**config.mk**
```make
export PLATFORM = sky130hd
export DESIGN_NAME = bp_update_ctrl
export DESIGN_NICKNAME = d
export VERILOG_FILES = /design/src/rtl/bp_update_ctrl.sv
export SDC_FILE = /design/constraint.sdc
export NUM_CORES = 1
export LEC_CHECK = 0
export ABC_AREA = 1
export CAP_MARGIN = 20
export CORE_MARGIN = 4
export CORE_UTILIZATION = 60
export CTS_BUF_LIST = sky130_fd_sc_hd__clkbuf_8
export DETAILED_ROUTE_END_ITERATION = 16
export GPL_TIMING_DRIVEN = 0
export PLACE_DENSITY = 0.93
export SETUP_SLACK_MARGIN = 0.02
export SKIP_CTS_REPAIR_TIMING = 1
export SLEW_MARGIN = 20
export SYNTH_ARGS = -nofsm -noshare
export SYNTH_HDL_FRONTEND = slang
export SYNTH_SLANG_ARGS = --single-unit
```
**constraint.sdc**
```tcl
create_clock -name clk -period 9.1 [get_ports clk]
set_input_delay 0.91 -clock clk [delete_from_list [all_inputs] [get_ports clk]]
set_output_delay 0.91 -clock clk [all_outputs]
set_load 0.01 [all_outputs]
```
**src/rtl/bp_update_ctrl.sv**
```systemverilog
`default_nettype none
// ============================================================================
//  Module   : bp_update_ctrl
//  Purpose  : Queues resolved-branch updates from execute and applies them to
//             the branch-prediction cache as a read-modify-write of a
//             saturating counter. Uses cache read port 2 and the write port;
//             read port 1 is left to fetch.
//  Ports    :
//    clk, reset                  clock, asynchronous active-high reset
//    upd_valid/upd_ready         update handshake (ready = FIFO not full)
//    upd_pc, upd_taken           resolved branch PC and outcome
//    flush                       drop all queued and in-flight updates
//    cache_ra                    read address to cache read port 2
//    cache_dout, cache_hit       read data / hit from cache read port 2
//    cache_wa, cache_din         write address / data (0 when not writing)
//    cache_we                    cache write enable
//    busy                        FIFO non-empty or sequencer active
//    upd_count                   committed cache writes, wraps at 2^16
//  Revision : 1.0 - initial release
// ============================================================================
module bp_update_ctrl #(
    parameter int AWIDTH = 32,
    parameter int CWIDTH = 2,
    parameter int DEPTH  = 4
) (
    input  logic              clk,
    input  logic              reset,
    input  logic              upd_valid,
    output logic              upd_ready,
    input  logic [AWIDTH-1:0] upd_pc,
    input  logic              upd_taken,
    input  logic              flush,
    output logic [AWIDTH-1:0] cache_ra,
    input  logic [CWIDTH-1:0] cache_dout,
    input  logic              cache_hit,
    output logic [AWIDTH-1:0] cache_wa,
    output logic [CWIDTH-1:0] cache_din,
    output logic              cache_we,
    output logic              busy,
    output logic [15:0]       upd_count
);

    localparam int PTRW = (DEPTH > 1) ? $clog2(DEPTH) : 1;
    localparam int CNTW = PTRW + 1;

    localparam logic [CNTW-1:0]   c_full    = CNTW'(DEPTH);
    localparam logic [CWIDTH-1:0] c_ctr_max = {CWIDTH{1'b1}};
    localparam logic [CWIDTH-1:0] c_ctr_min = '0;
    // Weakly-taken is the MSB alone; weakly-not-taken is one below it.
    localparam logic [CWIDTH-1:0] c_weak_t  = CWIDTH'(1) << (CWIDTH - 1);
    localparam logic [CWIDTH-1:0] c_weak_nt = c_weak_t - CWIDTH'(1);

    typedef enum logic [1:0] {
        ST_IDLE   = 2'd0,
        ST_LOOKUP = 2'd1,
        ST_WRITE  = 2'd2
    } state_t;

    state_t            state_q, state_d;
    logic [AWIDTH-1:0] pc_mem_q [DEPTH];
    logic [AWIDTH-1:0] pc_mem_d [DEPTH];
    logic              tk_mem_q [DEPTH];
    logic              tk_mem_d [DEPTH];
    logic [PTRW-1:0]   wr_ptr_q, wr_ptr_d;
    logic [PTRW-1:0]   rd_ptr_q, rd_ptr_d;
    logic [CNTW-1:0]   count_q,  count_d;
    logic [CWIDTH-1:0] nxt_ctr_q, nxt_ctr_d;
    logic [15:0]       upd_count_q, upd_count_d;

    logic              w_full;
    logic              w_enq;
    logic              w_deq;
    logic [AWIDTH-1:0] w_head_pc;
    logic              w_head_tk;
    logic [CNTW-1:0]   w_count_new;

    // ------------------------------------------------------------------
    // FIFO control. Full blocks enqueue even when a pop happens in the
    // same cycle, so upd_ready never depends on the sequencer state.
    // ------------------------------------------------------------------
    always_comb begin
        w_full      = (count_q == c_full);
        w_enq       = upd_valid && !w_full && !flush;
        w_deq       = (state_q == ST_WRITE);
        w_head_pc   = pc_mem_q[rd_ptr_q];
        w_head_tk   = tk_mem_q[rd_ptr_q];
        w_count_new = count_q - CNTW'(w_deq) + CNTW'(w_enq);
    end

    always_comb begin
        pc_mem_d = pc_mem_q;
        tk_mem_d = tk_mem_q;
        wr_ptr_d = wr_ptr_q;
        rd_ptr_d = rd_ptr_q;
        count_d  = count_q;
        if (flush) begin
            wr_ptr_d = '0;
            rd_ptr_d = '0;
            count_d  = '0;
        end else begin
            if (w_enq) begin
                pc_mem_d[wr_ptr_q] = upd_pc;
                tk_mem_d[wr_ptr_q] = upd_taken;
                wr_ptr_d           = wr_ptr_q + PTRW'(1);
            end
            if (w_deq) begin
                rd_ptr_d = rd_ptr_q + PTRW'(1);
            end
            count_d = w_count_new;
        end
    end

    // ------------------------------------------------------------------
    // Sequencer: LOOKUP reads the head entry, WRITE commits and pops.
    // The write lands on the WRITE->LOOKUP edge, so a following update to
    // the same PC reads the fresh counter without any forwarding.
    // ------------------------------------------------------------------
    always_comb begin
        state_d     = state_q;
        nxt_ctr_d   = nxt_ctr_q;
        upd_count_d = upd_count_q;
        cache_ra    = '0;
        cache_wa    = '0;
        cache_din   = '0;
        cache_we    = 1'b0;

        case (state_q)
            ST_IDLE: begin
                if (count_q != '0) begin
                    state_d = ST_LOOKUP;
                end
            end
            ST_LOOKUP: begin
                cache_ra = w_head_pc;
                if (cache_hit) begin
                    if (w_head_tk) begin
                        nxt_ctr_d = (cache_dout == c_ctr_max) ? cache_dout
                                                              : cache_dout + CWIDTH'(1);
                    end else begin
                        nxt_ctr_d = (cache_dout == c_ctr_min) ? cache_dout
                                                              : cache_dout - CWIDTH'(1);
                    end
                end else begin
                    nxt_ctr_d = w_head_tk ? c_weak_t : c_weak_nt;
                end
                state_d = ST_WRITE;
            end
            ST_WRITE: begin
                cache_we    = 1'b1;
                cache_wa    = w_head_pc;
                cache_din   = nxt_ctr_q;
                // A write already on the port commits even under flush.
                upd_count_d = upd_count_q + 16'd1;
                state_d     = (w_count_new != '0) ? ST_LOOKUP : ST_IDLE;
            end
            default: begin
                state_d = ST_IDLE;
            end
        endcase

        if (flush) begin
            state_d = ST_IDLE;
        end
    end

    always_ff @(posedge clk or posedge reset) begin
        if (reset) begin
            state_q     <= ST_IDLE;
            pc_mem_q    <= '{default: '0};
            tk_mem_q    <= '{default: 1'b0};
            wr_ptr_q    <= '0;
            rd_ptr_q    <= '0;
            count_q     <= '0;
            nxt_ctr_q   <= '0;
            upd_count_q <= '0;
        end else begin
            state_q     <= state_d;
            pc_mem_q    <= pc_mem_d;
            tk_mem_q    <= tk_mem_d;
            wr_ptr_q    <= wr_ptr_d;
            rd_ptr_q    <= rd_ptr_d;
            count_q     <= count_d;
            nxt_ctr_q   <= nxt_ctr_d;
            upd_count_q <= upd_count_d;
        end
    end

    assign upd_ready = !w_full;
    assign busy      = (count_q != '0) || (state_q != ST_IDLE);
    assign upd_count = upd_count_q;

endmodule
`default_nettype wire

```
Word level (Yosys, flattened, before mapping)
Index checks and enable logic that the tools add are counted.
- $add $sub $neg: 7
- magnitude comparators: 3
- equality and inequality tests: 5
- muxes and demuxes: 30
- bitwise logic cells: 3
- reductions and logical operators: 14
- operator list (cell ; number):
    $mux W32 ; 5
    $bwmux W128 ; 1
    $bmux W32 S2 ; 1
    $demux W32 S2 ; 1
    $mux W2 ; 12
    $add A16 B1 Y16 const B ; 1
    $add A2 B1 Y2 const B ; 3
    $ge A3 B3 Y1 const B ; 2
    $not A2 Y3 ; 2
    $pmux W2 S3 ; 1
    $reduce_bool A2 Y1 ; 3
    $reduce_bool A3 Y1 ; 2
    $mux W1 ; 5
    $bwmux W4 ; 1
    $eq A2 B2 Y1 const B ; 2
    $logic_not A2 Y1 ; 2
    $add A3 B1 Y3 ; 1
    $eq A3 B3 Y1 const B ; 1
    $logic_and A1 B1 Y1 ; 3
    $lt A3 B1 Y1 const B ; 1
    $mux W3 ; 1
    $ne A3 B3 Y1 const B ; 1
    $sub A3 B1 Y3 ; 1
    $bmux W1 S2 ; 1
    7 further kinds ; 8
- bits in registers: 159
- input bits: 40
- output and inout port bits: 85
- logic and storage cells: 76

Depth between registers and ports, before layout
- depth in word-level cells: 9
- depth in mapped cells: 13
- depth with buffers taken out: 13

Worst setup path before layout
OpenSTA, ideal clock, no wires.
- kind: input-to-reg
- from: in flush
- to: reg state_q[0]
- library setup time: 0.128 ns
- arrival time: 2.423 ns
- required time: 8.972 ns
- setup slack: 6.549 ns
- stages on the path: 11
- buffers on the path: 1
- cell sequence: buf_2 nor2_8 inv_1 ha_1 inv_1 ha_1 inv_1 fa_1 nand2_1 nor2_1 a21oi_1
- word-level cells in the longest chain between the ends: 7
- RTL lines (element ; RTL line ; RTL):
    start, declared ; 32 ; input logic flush,
    $logic_not A1 Y1 ; 83 ; w_enq = upd_valid && !w_full && !flush;
    $logic_and A1 B1 Y1 ; 83 ;
    $add A3 B1 Y3 ; 87 ; w_count_new = count_q - CNTW'(w_deq) + CNTW'(w_enq);
    $reduce_bool A3 Y1 ; 154 ; state_d = (w_count_new != '0) ? ST_LOOKUP : ST_IDLE;
    $mux W1 ; 154 ;
    $pmux W2 S3 ; 127 ; case (state_q)
    $mux W2 ; 161 ; if (flush) begin
    end signal, assigned ; 177 ; state_q <= state_d;
    end, declared ; 59 ; state_t state_q, state_d;
Several ways; a longest one is shown, not always the timed one.
A chain may end at the register's enable or synchronous reset.

Worst setup path in the final report
- from: reg rd_ptr_q[1]
- to: out cache_ra[0]
- word-level cells in the longest chain between the ends: 5
- RTL lines (element ; RTL line ; RTL):
    start, declared ; 65 ; logic [PTRW-1:0] rd_ptr_q, rd_ptr_d;
    start signal, assigned ; 181 ; rd_ptr_q <= rd_ptr_d;
    $not A2 Y3 (implied by the code) ; 85 ; w_head_pc = pc_mem_q[rd_ptr_q];
    $bmux W32 S2 ; 85 ;
    $mux W32 (implied by the code) (2 in series) ; 85 ;
    $mux W32 ; 127 ;
    end, declared ; 33 ; output logic [AWIDTH-1:0] cache_ra,
No other way between the ends. The select of a mux whose other input is x is not followed.

==> results_dict.tcl <==
set metrics [dict create \
    worstMarginPinSlew_ns 0.661 \
    p_leak_uw 0.00440 \
    synth_commonest_cells "175 x nand2_1, 159 x dfrtp_1, 147 x nor2_1, 100 x o21ai_1, 79 x o21ai_0" \
    power_density_nw_per_um2 270 \
    chipHeight_um 121 \
    yosys.area.top_type_share_pct 52.3 \
    grt_pass1_vias 7077 \
    setup_tns_ns 0 \
    placementRows 40 \
    antennaDiodeCount 0 \
    status "complete, no violations" \
    synth_cell_type_count 28 \
    cts_made_buffers 17 \
    yosysWarnings 0 \
    cts_tree "yes" \
    path_max_fanout 10 \
    core_area_sq_um 12200 \
    min_from "pc_mem_q[40]" \
    syn_area_sq_um 7610 \
    antenna_found_initial 0 \
    drt_pass1_iterations 5 \
    hold_class "reg2reg" \
    io_pins 125 \
    portBuffers 123 \
    cp.arrival_ns 2.74 \
    path_cells "inv_1, clkbuf_1, o21ai_0, o22a_1, nor2_1, clkdlybuf4s50_1" \
    min_to "pc_mem_q[40]" \
    hold_viol_final 0 \
    maxCapViolCount 0 \
    syn_nets 946 \
    syn_area_per_cell_sq_um 8.48 \
    ant_nets 0 \
    stdcell_area_sq_um 9450 \
    synth_ff_type "dfrtp_1" \
    cts.reportedPaths.clkPinSlew_ns 0.08 \
    hold_depth 2 \
    cts.sinks 159 \
    skew_ns 0.00779 \
    clock_path_buffers 2 \
    areaGrowthSynthToFinish_pct 24.1 \
    synth_enable_flop_cells 0 \
    place_congestion 0.860 \
    cp-start-kind "register" \
    grtUsageTotal_pct 30.8 \
    final_cells 1220 \
    setup_viol 0 \
    post-route-util_pct 77.4 \
    cp.required_ns 8.19 \
    finalCriticalPeriod_ns 3.65 \
    synthTopCellsByArea "dfrtp_1 52%, nand2_1 8.6%, nor2_1 7.2%" \
    drive_gt1_share_pct 9.03 \
    route.final.wire_length_um 21400 \
    die_area_sq_um 14600 \
    htreeDepth 4 \
    fin_nets 1089 \
    pre_cts_ws_ns 5.97 \
    fin_crit_sh_pct 40.2 \
    setup.worst_path.start "rd_ptr_q[1]" \
    ys_seq_area_share_pct 52.3 \
    fmax_mhz 274 \
    cts_root_buf "clkbuf_8" \
    critPathCaptureType "output pin" \
    die-width_um 121 \
    regToRegEndpoint "state_q[0]" \
    via_per_inst 5.77 \
    placed_cells 1190 \
    reg2reg_depth 13 \
    worstReg2RegStart "count_q[1]" \
    r2r_slack_ns 6.75 \
    via_count 7044 \
    netlist_instances 898 \
    place_area_sq_um 9090 \
    maxSlewViolCount 0 \
    slew_headroom_pct 55.9 \
    ys_seq_elements 159 \
    max_stage_delay_ns 0.57 \
    drc 0 \
    rsz0062_at_grt "false" \
    criticalPathCategory "reg2out" \
    grt-ovfl-total 0 \
    yosysMostFrequentCell "nand2_1" \
    synth_async_sr_flop_share_pct 100 \
    synth_top_area_cell "dfrtp_1" \
    setup_slack_ns 5.45 \
    hpwlAfterDp_um 14500 \
    drtIter0Drc 895 \
    wl_per_cell_um 17.5 \
    grt_max_degree 97 \
    initial_core_util_pct 62.3 \
    irDropWorstVdd_mv 0.154 \
    grt_pass1_wl_um 34800 \
    insertion_delay_ns 0.49 \
    crit_path_top_delay_cell "clkdlybuf4s50_1" \
]
power breakdown:
| part | internal [uW] | leakage (uW) | switching (uW) |
|---|---|---|---|
| clock network | 237 | 0.000201 | 256 |
| registers | 972 | 0.00207 | 160 |
| logic | 415 | 0.00213 | 513 |
metal layers:
layer  wire [um]  GRT usage [%]  vias up
met4         608           15.3        0
met2       10200           48.3      429
met3        2020           7.30       59
met5           0              0        -
met1        8560           40.4     3361
li1            -              -     3195
critical path, delay by kind of cell (launching register included):
kind,cells,cell delay [ns]
compound gates,2,0.38
flops,1,0.49
simple gates,1,0.17
buf+inv,3,1.21
state kept, by name (all words and copies together), names as in the netlist:
signal     count
upd_count     16
rd_ptr_q       2
count_q        3
tk_mem_q       4
nxt_ctr_q      2
wr_ptr_q       2
state_q        2
pc_mem_q     128
area by class of cell:
class / count / area, sq um
Multi-Input combinational cell: 614 / 3030
Tap cell: 168 / 210
Clock inverter: 9 / 70.1
Inverter: 69 / 267
Sequential cell: 159 / 3980
Timing Repair Buffer: 124 / 1260
Buffer: 56 / 348
Fill cell: 849 / 2760
Clock buffer: 21 / 289
worst max-delay path by stage:
stage | endpoint | slack, ns | cells after the start
global route | cache_wa[31] | 5.31 | 6
CTS | cache_ra[13] | 5.51 | 6
finish | cache_ra[0] | 5.45 | 6
floorplan | count_q[0] | 3.90 | 1
global placement | pc_mem_q[38] | 1.99 | 2
detailed placement | state_q[0] | 5.97 | 12
metrics by stage:
step / hold WS, ns / power, uW
6_report: 0.480 / 2550
4_1_cts: 0.482 / 2540
2_1_floorplan: 0.448 / 1690
3_3_place_gp: 0.460 / 1990
3_5_place_dp: 0.463 / 2040
5_1_grt: 0.498 / 2700
placed cells by master (no fill, tap or decap), types with 13 or more instances in the layout:
cell type	instances
o21ai_0	79
o21ai_2	21
clkbuf_8	21
clkbuf_1	23
nor2_1	147
buf_6	13
nand2_1	175
nand3_1	18
dfrtp_1	159
o21ai_1	100
inv_1	68
clkdlybuf4s50_1	123
o22a_1	32
buf_2	14
cell families (layout without fill, tap and decap cells):
| group | after synthesis | in the layout | share of synthesized area, % |
|---|---|---|---|
| simple gates | 358 | 358 | 18.8 |
| xor+xnor | 12 | 12 | 1.38 |
| compound gates | 236 | 236 | 18.2 |
| flops | 159 | 159 | 52.3 |
| fa+ha+maj | 8 | 8 | 1.41 |
| buf+inv | 125 | 279 | 7.97 |
No activity file was read; power rests on OpenSTA's default activity.
